**src/rtl/fetch_sequencer.sv**
```systemverilog
// fetch_sequencer
//   Instruction-fetch control. Holds the architectural PC, keeps at most one
//   request outstanding to instruction memory (valid/ready), hands each fetched
//   word to decode (valid/ready), applies taken-branch redirects from execute
//   and squashes the response of a request made obsolete by a redirect.
//
// Ports
//   clk, rst                      rising-edge clock, asynchronous active-high reset
//   fetch_en                      gate for issuing new memory requests
//   branch, alu_zero              redirect = branch & alu_zero
//   branch_pc, branch_offset      redirect target = branch_pc + offset (word aligned)
//   imem_req_valid/addr/ready     request channel to instruction memory
//   imem_resp_valid/data          response channel (one per accepted request)
//   if_valid/if_pc/if_instr       instruction to decode, held until if_ready
//   if_ready                      decode accepts instruction
//   pc                            current fetch PC
//   misalign_err                  one-cycle pulse after a redirect to an unaligned target
//   fetch_count                   instructions accepted by decode (wraps)
module fetch_sequencer #(
  parameter int                  PC_WIDTH  = 32,
  parameter logic [PC_WIDTH-1:0] RESET_PC  = '0,
  parameter int                  CNT_WIDTH = 32
) (
  input  logic                  clk,
  input  logic                  rst,
  input  logic                  fetch_en,
  input  logic                  branch,
  input  logic                  alu_zero,
  input  logic [PC_WIDTH-1:0]   branch_pc,
  input  logic signed [63:0]    branch_offset,
  output logic                  imem_req_valid,
  output logic [PC_WIDTH-1:0]   imem_req_addr,
  input  logic                  imem_req_ready,
  input  logic                  imem_resp_valid,
  input  logic [31:0]           imem_resp_data,
  output logic                  if_valid,
  output logic [PC_WIDTH-1:0]   if_pc,
  output logic [31:0]           if_instr,
  input  logic                  if_ready,
  output logic [PC_WIDTH-1:0]   pc,
  output logic                  misalign_err,
  output logic [CNT_WIDTH-1:0]  fetch_count
);

  typedef enum logic [1:0] {
    S_IDLE,
    S_REQ,
    S_WAIT,
    S_OUT
  } state_t;

  state_t                 state, state_nxt;
  logic [PC_WIDTH-1:0]    pc_q, pc_nxt;
  logic                   squash_q, squash_nxt;
  logic [PC_WIDTH-1:0]    if_pc_q, if_pc_nxt;
  logic [31:0]            if_instr_q, if_instr_nxt;
  logic [CNT_WIDTH-1:0]   count_q, count_nxt;
  logic                   misalign_q, misalign_nxt;

  logic                   redirect;
  logic                   req_fire;
  logic [PC_WIDTH-1:0]    raw_target;
  logic [PC_WIDTH-1:0]    target;

  // Only the low PC_WIDTH bits of the offset take part in the modular add.
  wire unused_offset_bits = ^branch_offset[63:PC_WIDTH];

  function automatic logic [PC_WIDTH-1:0] word_align(input logic [PC_WIDTH-1:0] addr);
    return {addr[PC_WIDTH-1:2], 2'b00};
  endfunction

  assign redirect   = branch & alu_zero;
  assign raw_target = branch_pc + branch_offset[PC_WIDTH-1:0];
  assign target     = word_align(raw_target);

  assign imem_req_valid = (state == S_REQ) & fetch_en;
  assign imem_req_addr  = pc_q;
  assign req_fire       = imem_req_valid & imem_req_ready;

  assign if_valid     = (state == S_OUT);
  assign if_pc        = if_pc_q;
  assign if_instr     = if_instr_q;
  assign pc           = pc_q;
  assign misalign_err = misalign_q;
  assign fetch_count  = count_q;

  always_ff @(posedge clk or posedge rst) begin
    if (rst) begin
      state      <= S_IDLE;
      pc_q       <= RESET_PC;
      squash_q   <= 1'b0;
      if_pc_q    <= '0;
      if_instr_q <= '0;
      count_q    <= '0;
      misalign_q <= 1'b0;
    end else begin
      state      <= state_nxt;
      pc_q       <= pc_nxt;
      squash_q   <= squash_nxt;
      if_pc_q    <= if_pc_nxt;
      if_instr_q <= if_instr_nxt;
      count_q    <= count_nxt;
      misalign_q <= misalign_nxt;
    end
  end

  // Redirect is evaluated first in every state so it wins over handshakes.
  always_comb begin
    state_nxt    = state;
    pc_nxt       = pc_q;
    squash_nxt   = squash_q;
    if_pc_nxt    = if_pc_q;
    if_instr_nxt = if_instr_q;
    count_nxt    = count_q;
    misalign_nxt = redirect & (raw_target[1:0] != 2'b00);

    case (state)
      S_IDLE: begin
        state_nxt = S_REQ;
        if (redirect) pc_nxt = target;
      end

      S_REQ: begin
        if (redirect) pc_nxt = target;
        if (req_fire) begin
          state_nxt = S_WAIT;
          // The request just accepted was for the old PC; its response is stale.
          if (redirect) squash_nxt = 1'b1;
        end
      end

      S_WAIT: begin
        if (redirect) pc_nxt = target;
        if (imem_resp_valid) begin
          if (squash_q || redirect) begin
            squash_nxt = 1'b0;
            state_nxt  = S_REQ;
          end else begin
            if_instr_nxt = imem_resp_data;
            if_pc_nxt    = pc_q;
            state_nxt    = S_OUT;
          end
        end else if (redirect) begin
          squash_nxt = 1'b1;
        end
      end

      S_OUT: begin
        if (redirect) begin
          pc_nxt    = target;
          state_nxt = S_REQ;
        end else if (if_ready) begin
          pc_nxt    = pc_q + PC_WIDTH'(4);
          count_nxt = count_q + CNT_WIDTH'(1);
          state_nxt = S_REQ;
        end
      end

      default: state_nxt = S_IDLE;
    endcase
  end

endmodule

```
**config.mk**
```make
export PLATFORM = sky130hd
export DESIGN_NAME = fetch_sequencer
export DESIGN_NICKNAME = d
export VERILOG_FILES = /design/src/rtl/fetch_sequencer.sv
export SDC_FILE = /design/constraint.sdc
export NUM_CORES = 1
export LEC_CHECK = 0
export BUFFER_PORTS_ARGS = -buffer_cell sky130_fd_sc_hd__buf_4
export CAP_MARGIN = 10
export CORE_UTILIZATION = 50
export DETAILED_ROUTE_END_ITERATION = 6
export PLACE_DENSITY = 0.82
export SYNTH_ARGS = -nofsm -noshare
export SYNTH_HDL_FRONTEND = slang
export SYNTH_SLANG_ARGS = --single-unit
```
**constraint.sdc**
```tcl
create_clock -name clk -period 5 [get_ports clk]
set_input_delay 0.25 -clock clk [delete_from_list [all_inputs] [get_ports clk]]
set_output_delay 0.25 -clock clk [all_outputs]
set_load 0.005 [all_outputs]
```
======== Word level (Yosys, flattened, before mapping) ========
Index checks and enable logic that the tools add are counted.
storage, ports and cells
  flip-flop bits (word level) ............. 132
  latch bits .............................. 0
  memory bits (writable) .................. 0
  memory bits (read-only) ................. 0
  input port bits ......................... 136
  output and inout bits ................... 163
  logic and storage cells ................. 49
  memories ................................ 0
cells by class
  $add $sub $neg .......................... 3
  multipliers ............................. 0
  div/mod/pow operators ................... 0
  $lt $le $gt $ge ......................... 0
  eq/ne operators ......................... 8
  shift operators ......................... 0
  mux-type cells .......................... 15
  bitwise gates (word level) .............. 6
  reduce and logical (&&, ||, !) cells .... 10
operators with widths
  operator                 count
  $mux W32                 3
  $pmux W32 S2             1
  $add A32 B1 Y32 const B  1
  $add A32 B3 Y32 const B  1
  $add A32 B32 Y32         1
  $reduce_and A3 Y1        4
  $mux W2                  5
  $pmux W2 S4              1
  $and A1 B1 Y1            4
  $eq A2 B2 Y1 const B     2
  $mux W1                  4
  $ne A2 B2 Y1 const B     2
  $reduce_bool A2 Y1       2
  $ne A3 B1 Y1 const B     1
  $ne A3 B3 Y1 const B     1
  $reduce_or A3 Y1         1
  $eq A2 B1 Y1 const B     1
  $logic_not A2 Y1         1
  $ne A2 B1 Y1 const B     1
  $not A1 Y1               2
  $pmux W1 S2              1
  $reduce_and A2 Y1        1
  $logic_or A1 B1 Y1       1

======== Longest topological paths before layout ========
Gate-level depths: netlist of the first run.
  word-level depth ........................ 5
  mapped depth ............................ 10
  depth with buffers taken out ............ 9

======== Worst setup path after synthesis of the first run ========
No wires, ideal clock.
  path type ............................... input port to flip-flop
  start point ............................. input branch_pc[6]
  end point ............................... register pc_q[29] (netlist: imem_req_addr[29])
  setup time .............................. 0.120 ns
  arrival time ............................ 2.179 ns
  required time ........................... 4.880 ns
  slack ................................... 2.701 ns
  cell stages on the path ................. 9
  path buffers ............................ 1
  cell sequence ........................... ha_1 clkbuf_1 and3_1 and3_1 a2111o_1 nand3_1 a211oi_1 or3_1 a31o_1
between the ends
  longest elaborated chain between the ends .. 3
  elaborated cells between the ends (all ways) .. 4
  classes of those cells .................. add/sub: 1; mux: 3
RTL lines
  element                             line  text
  start: declaration                  29    input logic [PC_WIDTH-1:0] branch_pc,
  $add A32 B32 Y32 (*)                73    assign raw_target = branch_pc + branch_offset[PC_WIDTH-1:0];
  $mux W32, on equally long branches  n/a
  $pmux W32 S2 (*)                    117   case (state)
  end signal: assignment              98    pc_q <= pc_nxt;
  end: declaration                    53    logic [PC_WIDTH-1:0] pc_q, pc_nxt;
Every way passes the cells marked *; elsewhere a longest branch is shown, timed or not. The select of a mux whose other input is x is not followed.
A chain may end at the register's enable or synchronous reset.

======== Final worst setup path of the first run ========
  start point ............................. register state[1]
  end point ............................... register count_q[26] (netlist: fetch_count[26])
between the ends
  longest elaborated chain between the ends .. 2
RTL lines
  element                      line  text
  start: declaration           52    state_t state, state_nxt;
  start signal: assignment     97    state <= state_nxt;
  $eq A2 B2 Y1                 117
  $reduce_and A3 Y1 (no line)  n/a
  end signal: assignment       102   count_q <= count_nxt;
  end: declaration             57    logic [CNT_WIDTH-1:0] count_q, count_nxt;
Every way passes these cells.

==> results by group, run 1 <==
Final layout
  • Antenna Diode Count: 0
  • Layout cells sized above 1: 35.29%
  • Nets: 1197
  • Core Util, Final: 67.39%
  • Post-Layout Inst Area: 10210 um^2
  • P&R area growth vs syn: 32.03%
  • Fillers: 1183

Worst setup path
  • Critical Setup Path Class: reg2reg
  • Critical Path RT: 5.30 ns
  • Crit path launch type: flip-flop
  • Critical-path maximum fanout: 11
  • Arr. time, crit path: 3.23 ns
  • R2R setup slack: 2.07 ns
  • CP endpoint kind: flip-flop

Timing
  • WHS: 0.05460 ns
  • Fin crit share: 58.68%
  • Setup TNS: 0 ns
  • Final hold vios: 0
  • Max Clock Freq: 340.8 MHz
  • Fin. max-slew vios: 0
  • RSZ-0062 raised after global routing: no
  • Max Clock Skew: 0.006909 ns
  • Worst Tran Pin Value: 0.9265 ns
  • Relative slew slack: 38.23%
  • Final setup fails: 0
  • Final min period: 2.934 ns

Placed design
  • Post-DP Area: 9578 um^2
  • I/O Buffers: 260
  • Final HPWL DP: 15.16 mm
  • Routability-driven placement congestion ratio: 0.9057

Route
  • DR vias/cell: 5.551
  • Avg WL per Cell: 16.44 um
  • DRT Wirelength: 20.14 mm
  • Antenna-violating nets left: 0
  • Routed via count: 6800
  • DRT iter0 DRCs: 599
  • TritonRoute pass-1 iters: 5
  • Remaining DRCs: 0

Die
  • I/O pin count: 299
  • Core Area: 15150 um^2
  • Die Y: 126.3 um
  • Die ar.: 15960 um^2
  • Row count: 45
  • Die W: 126.3 um
  • Starting Density: 51.05%

Outcome
  • Status: finished, final reports clean

Worst hold path
  • Tightest Hold Check Type: in2async

GRT
  • Total Routing Usage GR: 25.97%
  • First-pass GRT wire length: 32.64 mm
  • Vias in the first global route: 6360
  • Initial antenna violation count: 0
  • Grt ovf: 0
  • Largest net degree at the start of global routing: 78

Clocking
  • Number of buffers created by CTS: 17
  • Root buffer cell: clkbuf_16
  • Post-CTS Setup Repair Bufs: 0
  • Hold Buf Count CTS: 0
  • Worst skew pair latency: 0.41 ns
  • TritonCTS clock tree: done
  • CTS Buffer Depth: 2
  • Clk slew on worst S/H paths: 0.06 ns
  • Post-CTS sizing: 0
  • H-tree levels: 4
  • Clk sink count: 128

Power and ir drop
  • PnR Total Power: 4501 uW
  • Combinational fraction of design power: 33.9%
  • Clk pwr share: 28.8%
  • Maximum vdd drop: 0.2387 mV
  • Sw Share: 32.03%
  • Internal: 3059 uW
  • Pwr Density: 440.9 nW/um^2
  • Net Switching: 1442 uW
  • Reg power frac: 37.3%
  • P_leak: 0.004906 uW

Logic synthesis
  • Sequential fraction of the synthesis area: 41.43%
  • Syn_area_per_cell: 9.604 um^2
  • Post-Syn Area: 7731 um^2
  • #FFs+latches synth: 128
  • Async S/R FF share, synth: 100.0%
  • Area leader, netlist: dfrtp_1
  • Cell variety after synth: 58
  • EDFF count, synth: 0
  • Top cell type's share of synthesized area: 41.43%
  • Post-Syn Instances: 805
  • Most used flip-flop cell after synthesis: dfrtp_1
  • Yosys warning count: 0
  • Top cells by area, synth: dfrtp_1, mux2_2, ha_1

Flow run
  • Max-Cap Viols: 0
==> per-layer routing <==
layer | up-vias | GRT usage, % | part of all wire [%] | wire length, um
met5 | - | 0 | 0 | 0
met1 | 3197 | 33.13 | 43 | 8703
met4 | 0 | 10.21 | 2.1 | 419
li1 | 3313 | - | - | -
met3 | 32 | 4.091 | 5.4 | 1083
met2 | 258 | 44.36 | 49 | 9935
==> cells by family (layout without fill, tap and decap cells) <==
logic type               Yosys count  in the layout  synth area share, %
AND/OR/NAND/NOR                  240            240                15.10
AO/OA/AOI/OAI                    180            180                14.39
flip-flops                       128            128                41.43
buffers and inverters             88            315                6.053
XOR/XNOR                          67             67                7.590
multiplexers                      64             64                9.306
adder cells (fa/ha/maj)           37             37                6.085
other                              1              6              0.04850
==> path summary, 6_finish.rpt <==
path	startpoint	end	cells after the start
worst max register to register	state[1]	fetch_count[26]	7
worst max-delay path	state[1]	fetch_count[26]	7
worst min-delay path	rst	if_instr[9]	2
min in group clk	imem_resp_data[15]	if_instr[15]	2
max in group asynchronous	rst	fetch_count[30]	3
worst min register to register	fetch_count[8]	fetch_count[8]	1
==> worst max-delay path, stage by stage, from the launching register on <==
cell and delay (ns):
dfrtp_1 0.41, ha_1 0.30, nand2_1 0.24, nor2_1 0.65, nand3_1 0.39, nor3_1 0.51
nand4_1 0.17, xnor2_1 0.15
==> layout by cell type (no fill, tap or decap), types with 5 or more instances in the layout <==
| master | n |
|---|---|
| a211oi_1 | 8 |
| a21o_1 | 12 |
| a21oi_1 | 61 |
| a31oi_1 | 9 |
| and2_1 | 6 |
| and3_1 | 13 |
| and4_1 | 7 |
| buf_4 | 264 |
| clkbuf_16 | 17 |
| conb_1 | 6 |
| dfrtp_1 | 128 |
| ha_1 | 36 |
| inv_1 | 18 |
| mux2_2 | 63 |
| nand2_1 | 71 |
| nand3_1 | 28 |
| nand4_1 | 24 |
| nor2_1 | 56 |
| nor3_1 | 15 |
| o21ai_0 | 45 |
| or3_1 | 5 |
| xnor2_1 | 42 |
| xor2_1 | 25 |
==> Yosys cell counts (24+ instances only) <==
master / number
mux2_2: 63
nand3_1: 28
nand4_1: 24
a21oi_1: 61
xor2_1: 25
ha_1: 36
clkbuf_1: 31
o21ai_0: 45
xnor2_1: 42
nor2_1: 56
buf_4: 36
dfrtp_1: 128
nand2_1: 71
==> cell type report <==
cell class / instances / area, um^2 / area share, %
clock inverters: 13 / 176.4 / 1.728
inverters: 19 / 73.82 / 0.7232
well taps: 188 / 235.2 / 2.304
flip-flops and latches: 128 / 3203 / 31.38
multi-input cells: 594 / 4084 / 40.01
clock buffers: 19 / 452.9 / 4.437
repair buffers: 264 / 1982 / 19.42
==> stage by stage <==
stage	std cells	worst slack [ns]
floorplan	810	1.337
global placement	1193	2.206
detailed placement	1193	2.126
CTS	1225	2.093
global route	1225	1.768
finish	1225	2.066
==> power by group through the flow <==
stage | registers (uW) | clock network (uW) | logic [uW]
2_1_floorplan | 1620 | 0 | 791
3_3_place_gp | 1670 | 0 | 1490
3_5_place_dp | 1690 | 0 | 1530
4_1_cts | 1680 | 1310 | 1540
5_1_grt | 1720 | 1360 | 1660
6_report | 1680 | 1290 | 1530
==> sequential cells by signal, summed over array words and instances, names as in the netlist <==
name and cells:
squash_q 1, imem_req_addr 30, misalign_err 1, state 2, if_instr 32, if_pc 30
fetch_count 32
No activity file was read; power rests on OpenSTA's default activity.
==> run 2: changes to the inputs <==
==> constraint.sdc (replaced) <==
create_clock -name clk -period 2.9 [get_ports clk]
set_input_delay 0.145 -clock clk [delete_from_list [all_inputs] [get_ports clk]]
set_output_delay 0.145 -clock clk [all_outputs]
set_load 0.005 [all_outputs]
==> results by group, run 2 (synthesis results as in run 1) <==
Final layout
  • Nets: 1238 (+3.4%)
  • Layout cells sized above 1: 34.60% (-0.69 points)
  • Most common cell after layout, fill and taps aside: buf_4
  • Antenna Diode Count: 0 (unchanged)
  • Commonest cells after routing, fill and taps aside: buf_4, dfrtp_1, nand2_1, mux2_2, a21oi_1
  • P&R area growth vs syn: 38.28%
  • Fillers: 1102 (-6.8%)
  • Post-Layout Inst Area: 10690 um^2 (+4.7%)

Timing
  • Max Clock Freq: 397.6 MHz (+17%)
  • RSZ-0062 raised after global routing: no
  • Final hold vios: 0 (unchanged)
  • Setup TNS: 0 ns (unchanged)
  • Fin. max-slew vios: 0 (unchanged)
  • Relative slew slack: 44.41% (+6.2 points)
  • Max Clock Skew: 0.01131 ns (+0.004404 ns)
  • Final min period: 2.515 ns (-0.4193 ns)
  • Final worst slack: 0.3852 ns (-1.681 ns)
  • Fin crit share: 86.72% (+28 points)
  • Final setup fails: 0 (unchanged)
  • Worst Tran Pin Value: 0.8321 ns (-0.09443 ns)

Clocking
  • CTS Buffer Depth: 2 (unchanged)
  • TritonCTS clock tree: done
  • Root buffer cell: clkbuf_16
  • Clk sink count: 128 (unchanged)
  • Number of buffers created by CTS: 17 (unchanged)
  • H-tree levels: 4 (unchanged)
  • Worst skew pair latency: 0.41 ns (about the same)
  • Post-CTS Setup Repair Bufs: 0 (unchanged)
  • Clk slew on worst S/H paths: 0.06 ns (about the same)

Worst hold path
  • Worst Hold End: misalign_err
  • HP Start: branch_offset[0]
  • Worst Hold Path Cells: 4
  • Tightest Hold Check Type: in2reg

Worst setup path
  • Critical Path RT: 3.23 ns (-2.07 ns)
  • Crit path launch type: flip-flop
  • Critical Setup Path Class: reg2reg
  • RR Endpoint: imem_req_addr[25]
  • Critical-path maximum fanout: 9 (-2)
  • Reg2reg path depth: 7 (unchanged)
  • Arr. time, crit path: 2.85 ns (-0.38 ns)
  • R2R setup slack: 0.39 ns (-1.68 ns)
  • CP endpoint kind: flip-flop
  • Reg-to-reg startpoint: imem_req_addr[8]

GRT
  • M1 GR Usage: 33.65% (+0.52 points)
  • Vias in the first global route: 7112 (+12%)
  • Initial antenna violation count: 0 (unchanged)
  • GR Util met2: 50.41% (+6.0 points)
  • Gr busiest metal: met2
  • First-pass GRT wire length: 35.55 mm (+8.9%)
  • Total Routing Usage GR: 28.13% (+2.2 points)
  • Grt ovf: 0 (unchanged)
  • Largest net degree at the start of global routing: 61 (-22%)
  • Met3 Use GR: 4.429% (+0.34 points)

Power and ir drop
  • Pwr Density: 768.0 nW/um^2 (+74%)
  • P_leak: 0.005123 uW (+4.4%)
  • Maximum vdd drop: 0.3461 mV (+45%)

Die
  • Die Y: 126.3 um (unchanged)
  • Die ar.: 15960 um^2 (unchanged)
  • Starting Density: 51.05% (unchanged)
  • Die W: 126.3 um (unchanged)
  • Row count: 45 (unchanged)
  • I/O pin count: 299 (unchanged)
  • Core Area: 15150 um^2 (unchanged)

Placed design
  • I/O Buffers: 260 (unchanged)
  • Post-DP Area: 9652 um^2 (+0.77%)
  • Final HPWL DP: 15.56 mm (+2.6%)
  • Routability-driven placement congestion ratio: 0.8810 (-2.7%)
  • Pre-CTS setup slack: 0.4455 ns (-1.681 ns)

Route
  • Remaining DRCs: 0 (unchanged)
  • DR vias/cell: 5.596 (+0.82%)
  • TritonRoute pass-1 iters: 5 (unchanged)
  • DRT Wirelength: 22.09 mm (+9.7%)
  • DRT iter0 DRCs: 446 (-26%)
  • Routed via count: 7085 (+4.2%)
  • Avg WL per Cell: 17.45 um (+6.1%)
  • Antenna-violating nets left: 0 (unchanged)

Flow run
  • Max-Cap Viols: 0 (unchanged)

Outcome
  • Status: finished, final reports clean
==> run 2: cell count changes in the layout (fill, tap and decap cells not counted), sizes merged <==
| cell | delta |
|---|---|
| dlygate4sd3 | +33 |
| buf | +8 |
| bufinv | +4 |
| inv | -3 |
| clkinv | -2 |
| clkbuf | +1 |
==> run 2: what timing repair did <==
action,in CTS,in global routing
gates resized for setup,0,0
hold endpoints to repair,67,0
hold buffers,33,0
==> run 2: report_power, final <==
group          leakage [uW]  internal [uW]  total [uW]  switching [uW]
combinational       0.00315           1580        2760            1170
clock              0.000337           1750        2560             811
sequential          0.00163           2330        2890             560
==> run 2: worst max path at each step <==
stage / endpoint / slack, ns / start
3_3_place_gp: imem_req_addr[18] / 0.47 / branch_pc[0]
2_1_floorplan: imem_req_addr[29] / 0.67 / imem_req_addr[4]
3_5_place_dp: imem_req_addr[18] / 0.45 / branch_pc[0]
5_1_grt: imem_req_addr[25] / 0.30 / imem_req_addr[8]
4_1_cts: imem_req_addr[25] / 0.43 / imem_req_addr[8]
6_report: imem_req_addr[25] / 0.39 / imem_req_addr[8]
==> run 2: cell type report <==
class / instances / area [um^2] / area share (%)
multi-input combinational: 594 / 4084 / 38.20
sequential: 128 / 3203 / 29.96
clock buffer: 20 / 456.7 / 4.272
inverter: 19 / 75.07 / 0.7022
tap: 188 / 235.2 / 2.200
clock inverter: 12 / 251.5 / 2.353
timing repair buffer: 305 / 2385 / 22.31
==> run 2: through the flow <==
| stage | power (uW) | hold slack, ns | cells | util, % |
|---|---|---|---|---|
| 2_1_floorplan | 4165 | 0.2967 | 810 | - |
| 3_3_place_gp | 5456 | 0.3432 | 1201 | 63.73 |
| 3_5_place_dp | 5558 | 0.3493 | 1201 | 63.73 |
| 4_1_cts | 8171 | 0.05861 | 1266 | 70.58 |
| 5_1_grt | 8612 | 0.1128 | 1266 | 70.58 |
| 6_report | 8210 | 0.07195 | 1266 | 70.58 |
==> run 2: metal layers <==
metal | share of wire [%] | wire (um) | vias up
li1 | - | - | 3383
met1 | 41 | 9026 | 3378
met2 | 52 | 11390 | 284
met4 | 2.7 | 603 | 0
met3 | 4.9 | 1073 | 40
met5 | 0 | 0 | -
==> run 2: critical path, cell delays in order (launching register included) <==
cell and delay [ns]:
dfrtp_1 0.58, nand3_2 0.16, or4_4 0.59, or3_1 0.45
nor2_1 0.18, xor2_1 0.20, o21ai_0 0.10, nor3_1 0.18
